**config.mk**
```make
export PLATFORM = sky130hd
export DESIGN_NAME = fxp_mul
export DESIGN_NICKNAME = d
export VERILOG_FILES = /design/src/rtl/fxp_mul.sv
export SDC_FILE = /design/constraint.sdc
export NUM_CORES = 2
export LEC_CHECK = 0
export ABC_AREA = 1
export CAP_MARGIN = 20
export CORE_MARGIN = 2
export CORE_UTILIZATION = 55
export DETAILED_ROUTE_END_ITERATION = 12
export GPL_TIMING_DRIVEN = 1
export PLACE_DENSITY = 0.76
export SLEW_MARGIN = 20
export SYNTH_ARGS = -nofsm -noshare
export SYNTH_HDL_FRONTEND = slang
export SYNTH_SLANG_ARGS = --single-unit
```
**constraint.sdc**
```tcl
create_clock -name clk -period 17 [get_ports clk]
set_input_delay 5.1 -clock clk [delete_from_list [all_inputs] [get_ports clk]]
set_output_delay 5.1 -clock clk [all_outputs]
set_load 0.01 [all_outputs]
```
**src/rtl/fxp_mul.sv**
```systemverilog
// rtl/fxp_mul.sv - two-stage pipelined signed fixed-point multiplier; define MUL_SAT_EN to saturate prod on overflow
module fxp_mul #(
    parameter int DATA_WIDTH = 32,
    parameter int BIN_POS    = 16
) (
    input  logic                  clk,
    input  logic                  rst,
    input  logic                  in_valid,
    input  logic [DATA_WIDTH-1:0] lhs,
    input  logic [DATA_WIDTH-1:0] rhs,
    output logic                  out_valid,
    output logic [DATA_WIDTH-1:0] prod,
    output logic                  ovf
);

    localparam int PW = 2 * DATA_WIDTH;

    logic [DATA_WIDTH-1:0] lhs_r;
    logic [DATA_WIDTH-1:0] rhs_r;
    logic                  valid_r;

    logic signed [PW-1:0]  lhs_x;
    logic signed [PW-1:0]  rhs_x;
    logic signed [PW-1:0]  p_full;
    logic signed [PW-1:0]  s_full;
    logic [DATA_WIDTH:0]   s_hi;
    logic                  ovf_c;
    logic [DATA_WIDTH-1:0] prod_c;

    // Operands are sign-extended to the full product width so the multiply
    // is a plain same-width signed product with no context surprises.
    assign lhs_x  = $signed({{DATA_WIDTH{lhs_r[DATA_WIDTH-1]}}, lhs_r});
    assign rhs_x  = $signed({{DATA_WIDTH{rhs_r[DATA_WIDTH-1]}}, rhs_r});
    assign p_full = lhs_x * rhs_x;

    // Arithmetic shift drops fractional bits, rounding toward -infinity.
    assign s_full = p_full >>> BIN_POS;

    // The scaled value fits in DATA_WIDTH signed bits only when every bit
    // from the result sign bit upward is a copy of the same value.
    assign s_hi  = s_full[PW-1:DATA_WIDTH-1];
    assign ovf_c = !((&s_hi) || !(|s_hi));

`ifdef MUL_SAT_EN
    // Clamp to the representable extreme on the side of the true sign.
    always_comb begin
        prod_c = s_full[DATA_WIDTH-1:0];
        if (ovf_c) begin
            if (s_full[PW-1])
                prod_c = {1'b1, {(DATA_WIDTH-1){1'b0}}};
            else
                prod_c = {1'b0, {(DATA_WIDTH-1){1'b1}}};
        end
    end
`else
    // Wrap-around: keep the low DATA_WIDTH bits of the scaled product.
    assign prod_c = s_full[DATA_WIDTH-1:0];
`endif

    // Stage 1: capture operands on valid input; valid bit tracks in_valid.
    always_ff @(posedge clk or negedge rst) begin
        if (!rst) begin
            lhs_r   <= '0;
            rhs_r   <= '0;
            valid_r <= 1'b0;
        end else begin
            valid_r <= in_valid;
            if (in_valid) begin
                lhs_r <= lhs;
                rhs_r <= rhs;
            end
        end
    end

    // Stage 2: register the result; prod/ovf hold when no result arrives.
    always_ff @(posedge clk or negedge rst) begin
        if (!rst) begin
            out_valid <= 1'b0;
            prod      <= '0;
            ovf       <= 1'b0;
        end else begin
            out_valid <= valid_r;
            if (valid_r) begin
                prod <= prod_c;
                ovf  <= ovf_c;
            end
        end
    end

endmodule

```
## Yosys cells after proc, flatten, opt, wreduce, memory -nomap -nowiden

Index checks and enable logic that the tools add are counted.

- Multiply operators: 1
- Reductions and logical operators: 5

Operators by type and width:

| kind | number |
|---|---|
| 32-bit by 32-bit multiplier with 64-bit output | 1 |
| 17-bit AND reduction | 1 |
| 17-bit OR reduction | 1 |
| 1-bit zero test | 2 |
| 1-bit logical OR | 1 |

- Bits of input ports: 67
- Word-level logic and storage cells: 12
- Flip-flop bits (word level): 99
- Output and inout port bits: 34

## Longest topological paths before layout

- Depth after elaboration: 5
- Mapped depth: 39
- Mapped depth without buffers: 37

## Worst setup path before layout

No wires, ideal clock.

- Path kind: register to register
- From: reg lhs_r[31]
- To: reg ovf
- Arrival time: 7312 ps
- Buffers on the path: 1
- Path slack: 9571 ps
- Library setup time: 117 ps
- Stages on the path, launching flop included: 32
- Cells stage by stage: dfrtp_1 clkbuf_1 nand2_1 inv_1 fa_1 inv_1 fa_1 inv_1 fa_1 fa_1 inv_1 fa_1 fa_1 fa_1 fa_1 inv_1 ha_1 nand2_1 nor2_1 inv_1 nor3_1 nand2_1 nor3_1 nand2_1 nand3_1 nand2_1 nor2_1 nand2_1 nor2_1 nand3_1 nand3_1 nand2_1

- Cells in the longest elaborated chain, start to end: 5

Ends and longest elaborated chain:

| element | line | source |
|---|---|---|
| from (decl) | 18 | `logic [DATA_WIDTH-1:0] lhs_r;` |
| from (signal assigned) | 69 | `lhs_r <= lhs;` |
| 32-bit by 32-bit multiplier with 64-bit output (*) | 34 | `assign p_full = lhs_x * rhs_x;` |
| 17-bit OR reduction | 42 | `assign ovf_c = !((&s_hi) \|\| !(\|s_hi));` |
| 1-bit zero test | 42 |  |
| 1-bit logical OR (*) | 42 |  |
| 1-bit zero test (*) | 42 |  |
| to (signal assigned) | 85 | `ovf <= ovf_c;` |
| to (decl) | 13 | `output logic ovf` |

Mark *: on every way between the ends. The rest lies on a longest branch, timed or not.
A chain may end at the register's enable or synchronous reset.

## Worst setup path after layout

Ends and elaborated chain as after synthesis.

==> qor.txt <==
Die X-Extent - 280 um
Starting Density - 55.4%
dpl ws - 8090 ps
Post-synth top flop - dfrtp_1
Synth Warn # - 0
count of buffers from port buffering - 100
FFs w/ async S/R, synth - 100%
Post-synth top cells - 1641 x inv_1, 1501 x nand2_1, 1081 x fa_1
achievable clock frequency - 116 MHz
total global-route track usage - 30.6%
wire per inst - 18.2 um
Gates resized, CTS repair - 0
DR vias - 32000
synthesized area per cell - 8.01 um^2
CTS tree - yes
Distinct cells, synth - 37
Max-Cap Viols - 0
post-route ant nets - 0
Worst-Skew Late Latency - 420 ps
final net count - 6489
Area Growth Syn to Fin - 4.95%
Synth Register Bits - 99
Syn Nets - 6567
TNS Setup - 0 ps
minimum clock period after layout - 8620 ps
Worst Slack Setup Final - 8380 ps
top-count cell post-synth - inv_1
post-CTS setup buffers - 0
# IOs - 101
Final setup viols - 0
number of buffers created by CTS - 9
post-route clock period utilization - 50.7%
share of cells above drive strength 1 - 3.19%
Pre-antenna DRT Iters - 5
critical path type - register to register
crit-path max cell delay - 960 ps
Cell Rows - 101
die area - 78500 um^2
Critical Path Fanout Max - 27
Final Max Tran Viols - 0
nature of the critical path startpoint - register
Post-synth EDFFs - 0
WP data arrival - 8930 ps
Slew headroom - 39.0%
Post-DP Area - 43700 um^2
GRT overflow - 0
first-pass GRT wire length - 185000 um
top cell type by total area after synthesis - fa_1
Fin Hold WS - 443 ps
fin area - 44000 um^2
Slowest cell on crit path - fa_1
Clock Sinks - 99
number of global-route vias before repair - 34600
maximum number of pins on one net before global-route repair - 61
initial antenna violation count - 3
DIE HEIGHT - 280 um
Hold WC Path Type - register to register
1st-iter DRT viols - 2708
register area share after synthesis - 5.90%
Mapped Area - 42000 um^2
clk slew on worst S/H paths - 90 ps
Synth top area share - 51.6%
most used cell, CP - fa_1
hold_buf cts - 0
Via density - 5.21
RD Place Congestion - 1.01
Top Family by Delay on Critical Path - adder cells
Synth Instances - 5239
Final Hold Viols - 0
Max Root-Sink Buffers - 2
Synth area leaders - fa_1 52%, inv_1 15%, nand2_1 13%
critical path data required time - 17310 ps
status - completed
Post-Route WL - 112000 um
Layout Skew - 24.3 ps
HPWL after DPL - 93900 um
CP Buf/Inv Count - 5
endpoint class of the critical path - register
core area - 75700 um^2
worst-margin pin slew - 914 ps
unrepaired setup endpoints after global routing - no
H-tree Lvls - 3
R2R Setup Slk - 8380 ps
DRC viols - 0
Root Buffer Master - clkbuf_16
==> flip-flops by register name (all words and copies together) (netlist names) <==
name / cells
lhs_r: 32
prod: 32
rhs_r: 32
out_valid: 1
ovf: 1
valid_r: 1
==> layer usage <==
layer | vias up | wire (um) | global-route usage [%]
li1 | 14200 | - | -
met1 | 16200 | 44000 | 40.6
met2 | 1374 | 55100 | 51.5
met3 | 266 | 8550 | 4.60
met4 | 0 | 4470 | 11.1
met5 | - | 0 | 0
==> path summary, 6_finish.rpt <==
| kind | from | end | depth (start not counted) |
|---|---|---|---|
| max | lhs_r[31]$_DFFE_PN0P_ | ovf$_DFFE_PN0P_ | 29 |
| min | valid_r$_DFF_PN0_ | out_valid$_DFF_PN0_ | 0 |
| max reg2reg | lhs_r[31]$_DFFE_PN0P_ | ovf$_DFFE_PN0P_ | 29 |
| min reg2reg | valid_r$_DFF_PN0_ | out_valid$_DFF_PN0_ | 0 |
| max in group asynchronous | rst | lhs_r[26]$_DFFE_PN0P_ | 2 |
| min in group asynchronous | rst | lhs_r[9]$_DFFE_PN0P_ | 1 |
==> final cells by class <==
class,instances,area (um^2)
multi-input cells,3237,32300
diodes,2,5.00
repair buffers,166,1500
well taps,978,1220
inverters,1648,6190
clock inverters,6,81.3
clock buffers,9,225
flip-flops and latches,99,2480
fillers,6675,31700
==> per-stage QoR <==
step,util (%),instances
floorplan,-,5239
global placement,57.8,6127
detailed placement,57.8,6127
CTS,58.2,6142
global route,58.2,6144
finish,58.2,6145
==> kinds of logic (layout without fill, tap and decap cells) <==
family	count (synthesis)	in the layout	share of synthesized area [%]
muxes	51	51	1.37
xor gates and xnor gates	40	40	0.835
AOI/OAI and AO/OA	154	154	1.96
and+or+nand+nor	1731	1731	16.0
DFF	99	99	5.90
buffers and inverters	1903	1829	17.0
other	0	2	0
adders and majority gates	1261	1261	56.9
==> cell usage in the layout, fill, tap and decap left out, types with 9 or more instances in the layout <==
cell and instances:
clkbuf_16 9, fa_1 1081, ha_1 180, inv_1 1641, o21bai_1 9, o21ai_0 61, a21oi_1 66, nor2_1 130
xor2_1 11, nand2_1 1501, nor3_1 10, nand4_1 10, xnor2_1 29, dfrtp_1 98, buf_4 67, mux2_2 51
nand3_1 46, clkdlybuf4s50_1 98
Power is left out: the tool's default activity adds up to more than one toggle a clock period on the data nets, which glitch-free logic cannot reach.
